--- config.mk ---
export PLATFORM = sky130hd
export DESIGN_NAME = modport_fifo
export DESIGN_NICKNAME = d
export VERILOG_FILES = /design/src/rtl/modport_fifo_pkg.sv /design/src/rtl/fifo_mem.sv /design/src/rtl/modport_fifo.sv
export SDC_FILE = /design/constraint.sdc
export NUM_CORES = 1
export LEC_CHECK = 0
export BUFFER_PORTS_ARGS = -buffer_cell sky130_fd_sc_hd__buf_2
export CAP_MARGIN = 20
export CORE_MARGIN = 5
export CORE_UTILIZATION = 45
export CTS_CLUSTER_SIZE = 28
export DETAILED_ROUTE_END_ITERATION = 10
export MAX_ROUTING_LAYER = met4
export PLACE_DENSITY = 0.59
export SLEW_MARGIN = 20
export SYNTH_ARGS = -nofsm -noshare
export SYNTH_HDL_FRONTEND = slang
export SYNTH_SLANG_ARGS = --single-unit
--- constraint.sdc ---
create_clock -name clk -period 3.7 [get_ports clk]
set_input_delay 0 -clock clk [delete_from_list [all_inputs] [get_ports clk]]
set_output_delay 0 -clock clk [all_outputs]
set_load 0.05 [all_outputs]
--- src/rtl/modport_fifo_pkg.sv ---
// modport_fifo_pkg: shared defaults and address-width helper for the FIFO and its storage
package modport_fifo_pkg;

    localparam int DEF_FIFO_WIDTH = 32;
    localparam int DEF_FIFO_DEPTH = 32;

    function automatic int addr_width(input int depth);
        return $clog2(depth);
    endfunction

endpackage

--- src/rtl/fifo_mem.sv ---
// fifo_mem: FIFO_DEPTH x FIFO_WIDTH register array with a synchronous write port and a registered read port
//   clk, rstN          clock and synchronous active-high reset (clears only the read register)
//   i_we/i_waddr/i_wdata  write port
//   i_re/i_raddr       read port; o_rdata updates one edge after i_re and holds otherwise
module fifo_mem
    import modport_fifo_pkg::*;
#(
    parameter int FIFO_WIDTH = DEF_FIFO_WIDTH,
    parameter int FIFO_DEPTH = DEF_FIFO_DEPTH,
    parameter int AW = addr_width(FIFO_DEPTH)
) (
    input  logic                  clk,
    input  logic                  rstN,
    input  logic                  i_we,
    input  logic [AW-1:0]         i_waddr,
    input  logic [FIFO_WIDTH-1:0] i_wdata,
    input  logic                  i_re,
    input  logic [AW-1:0]         i_raddr,
    output logic [FIFO_WIDTH-1:0] o_rdata
);

    logic [FIFO_WIDTH-1:0] r_mem [FIFO_DEPTH];
    logic [FIFO_WIDTH-1:0] r_rdata;

    // Storage is deliberately left uninitialised on reset.
    always_ff @(posedge clk) begin
        if (i_we)
            r_mem[i_waddr] <= i_wdata;
    end

    // A same-address read and write returns the old word, which is what a full FIFO doing read+write needs.
    always_ff @(posedge clk) begin
        if (rstN)
            r_rdata <= '0;
        else if (i_re)
            r_rdata <= r_mem[i_raddr];
    end

    assign o_rdata = r_rdata;

endmodule

--- src/rtl/modport_fifo.sv ---
// modport_fifo: single-clock FIFO with registered read data and full/empty flags
//   clk, rstN            clock and synchronous active-high reset
//   wr_en, data_in       producer side write request and data
//   rd_en, data_out      consumer side read request and registered read data
//   empty, full          status flags derived from the current occupancy
module modport_fifo
    import modport_fifo_pkg::*;
#(
    parameter int FIFO_WIDTH = DEF_FIFO_WIDTH,
    parameter int FIFO_DEPTH = DEF_FIFO_DEPTH
) (
    input  logic                  clk,
    input  logic                  rstN,
    input  logic                  wr_en,
    input  logic [FIFO_WIDTH-1:0] data_in,
    input  logic                  rd_en,
    output logic                  empty,
    output logic                  full,
    output logic [FIFO_WIDTH-1:0] data_out
);

    localparam int AW = addr_width(FIFO_DEPTH);
    localparam logic [AW:0] L_FULL = (AW+1)'(FIFO_DEPTH);

    logic [AW-1:0] r_wr_ptr;
    logic [AW-1:0] r_rd_ptr;
    logic [AW:0]   r_count;
    logic          w_rd_acc;
    logic          w_wr_acc;

    assign empty    = (r_count == '0);
    assign full     = (r_count == L_FULL);
    assign w_rd_acc = rd_en & ~empty;
    // A full FIFO still accepts a write when a read frees a slot in the same cycle.
    assign w_wr_acc = wr_en & (~full | w_rd_acc);

    // Pointers wrap naturally because the depth is a power of two.
    always_ff @(posedge clk) begin
        if (rstN) begin
            r_wr_ptr <= '0;
            r_rd_ptr <= '0;
            r_count  <= '0;
        end else begin
            if (w_wr_acc)
                r_wr_ptr <= r_wr_ptr + 1'b1;
            if (w_rd_acc)
                r_rd_ptr <= r_rd_ptr + 1'b1;
            r_count <= r_count + (AW+1)'(w_wr_acc) - (AW+1)'(w_rd_acc);
        end
    end

    fifo_mem #(
        .FIFO_WIDTH(FIFO_WIDTH),
        .FIFO_DEPTH(FIFO_DEPTH),
        .AW        (AW)
    ) u_mem (
        .clk    (clk),
        .rstN   (rstN),
        .i_we   (w_wr_acc),
        .i_waddr(r_wr_ptr),
        .i_wdata(data_in),
        .i_re   (w_rd_acc),
        .i_raddr(r_rd_ptr),
        .o_rdata(data_out)
    );

endmodule

==> results.toml <==
[floorplanning]
floorplan.die.width_um = 311
die_y_um = 311
dieArea_sq_mm = 0.0968
io_pins = 70
initial_core_util = 0.453
core-area_sq_mm = 0.0900
rows = 110

[clock_tree]
clockBufferDepth = 3
cts_tree = "done"
cts_root_buf = "clkbuf_16"
cts_made_buffers = 108
cts.sinks = 1072
clock_latency_ns = 0.67
cts.clk_slew.worst_paths_ns = 0.06
htree_levels = 3
cts_resized = 0

[detailed_routing]
via_per_inst = 6.03
drtIter0Drc = 1894
drc = 0
wl_per_cell_um = 30.6
ant_nets = 0
vias = 20400
wl_um = 104000
first_pass_iters = 5

[logic_synthesis]
synth_edf_count = 1024
synth_compound_area_frac = 0.0498
synth_common_cells = "1,024 x edfxtp_1, 169 x mux4_2, 132 x mux2i_1"
synth-xor-area-share = 0.00236
synth_simple_gate_area_frac = 0.0101
yosys_warnings = 0
ys_ff_latch = 1072
synth_top_family_by_area = "multiplexers"
synthMuxAreaShare = 0.141
synth_area_leader_cell = "edfxtp_1"
syn_area_sq_mm = 0.0408
syn_avg_cell_area_sq_um = 21.6
yosys_most_used_dff = "edfxtp_1"
synthCells = 1890
synth_area_leaders = "edfxtp_1 75%, mux4_2 9.3%, mux2i_1 3.2%, dfxtp_1 2.4%, mux4_1 1.5%"
synth_top_area_frac = 0.754
synth.most_common_cell = "edfxtp_1"
seq_area_frac_synth = 0.777
synth_fp_nets = 1940
synth_adder_area_share = 0.00448
synth_cell_types = 40
synthArstFlopShare = 0

[timing]
setup_viol = 0
max_freq_mhz = 341
tightest_slew_ns = 0.919
rsz0062_at_grt = "no"
slew_headroom = 0.386
fin_skew_ns = 0.0266
setup_ws_ns = 0.772
hold_viol = 0
post-route-min-period_ns = 2.93
fin_crit_sh = 0.791
slew_viol_final = 0
fin_setup_tns_ns = 0

[hold_path]
worstHoldPathCells = 5
min_from = "rd_en"
hp-class = "primary input to flop"
whs_endpoint = "r_rd_ptr[1]"

[grt]
grt_pass1_wl_um = 149000
antenna_found_initial = 3
grt_max_degree = 46
grt_pass1_vias = 20800
grt_usage = 0.218
grt.overflow.total = 0

[power]
leakage_uw = 0.0151
p_per_area_mw_per_mm2 = 633
vdd_drop_max_v = 0.000361

[run_status]
status = "finished, final reports clean"

[setup_path]
reg2reg_to = "r_count[5]"
required_ns = 4.25
r2r_start = "r_count[2]"
critPathArrivalTime_ns = 3.48
setup.worst_path.end_class = "flop"
critPathMaxFanout = 7
path_class = "flop to flop"
start_kind = "flop"
r2r_slack_ns = 0.77
rr_worst_depth = 11

[job]
drv_cap = 0

[placement]
dp_hpwl_um = 59400
port_buffers = 69
dp_slack_ns = 0.801
place_congestion = 0.766

[layout]
area_delta_synth_final_pct = 16.6
layout.nets = 2165
drive_above_1_share = 0.269
[per-stage QoR]
step,total power (uW),area [sq um],utilization,cells,hold slack (ns)
2_1_floorplan,17900,40800,-,1890,0.0989
3_3_place_gp,19400,43600,0.485,3145,0.468
3_5_place_dp,19500,43600,0.485,3145,0.465
4_1_cts,30400,47500,0.528,3384,0.332
5_1_grt,31200,47600,0.528,3387,0.397
6_report,30100,47600,0.528,3387,0.365
[critical path, stage by stage (launching register included)]
cell and delay [ns]:
dfxtp_1 0.35, inv_1 0.07, ha_1 0.21, nor4bb_2 0.18
nor2b_1 0.50, nand2b_1 0.22, ha_1 0.32, a21o_1 0.15
a21oi_1 0.22, o21bai_1 0.09, a21oi_1 0.16, mux2_2 0.34
[worst max path at each step]
stage	startpoint	slack, ns	depth (start not counted)	to
global route	r_count[2]	0.61	11	r_count[5]
global placement	r_count[2]	0.84	11	r_count[5]
CTS	r_count[2]	0.78	11	r_count[5]
detailed placement	r_count[2]	0.80	11	r_count[5]
finish	r_count[2]	0.77	11	r_count[5]
floorplan	r_count[2]	0.31	6	u_mem.r_mem[31][0]
[kinds of logic after synthesis]
kind of cell | after synthesis
xor gates and xnor gates | 11
buffers and inverters | 119
muxes | 325
and+or+nand+nor | 88
AOI/OAI and AO/OA | 261
adders and majority gates | 14
DFF | 1072
[layout by cell type, fill, tap and decap left out, types with 31 or more instances in the layout]
| master | instances |
|---|---|
| dfxtp_1 | 44 |
| a21oi_1 | 68 |
| clkbuf_16 | 109 |
| buf_2 | 69 |
| mux2i_1 | 132 |
| buf_4 | 93 |
| mux4_2 | 169 |
| nor2_4 | 35 |
| dlygate4sd3_1 | 36 |
| a22oi_1 | 31 |
| o22ai_1 | 31 |
| o221ai_1 | 32 |
| edfxtp_1 | 1024 |
| a22o_1 | 62 |
[flip-flops by register name (all words and copies together), names as in the netlist]
signal         cells
u_mem.r_mem     1024
r_wr_ptr           5
u_mem.o_rdata     32
r_rd_ptr           5
r_count            6
[report_power, final]
part           switching, uW  internal (uW)
Clock                   4490           6410
Combinational           2970           2390
Sequential               233          13600
[layout make-up]
type                            instances  area (sq um)
Clock inverter                         69           661
Multi-Input combinational cell        699          8770
Timing Repair Buffer                  227          1980
Clock buffer                          134          2910
Antenna cell                            3          7.51
Inverter                                7          26.3
Fill cell                            6932         42500
Tap cell                             1176          1470
Sequential cell                      1072         31700
[repair_timing]
action	in CTS	in global routing
hold endpoints to repair	1040	0
setup buffers	0	0
hold buffers	36	0
[routing by layer]
layer,wire length (um),vias to the layer above,share of wire,track usage
li1,-,8475,-,-
met1,43600,11000,0.42,0.300
met2,50700,789,0.49,0.348
met3,7060,158,0.068,0.0316
met4,2250,0,0.022,0.0541
met5,0,-,0,-
No activity file was read; power rests on OpenSTA's default activity.
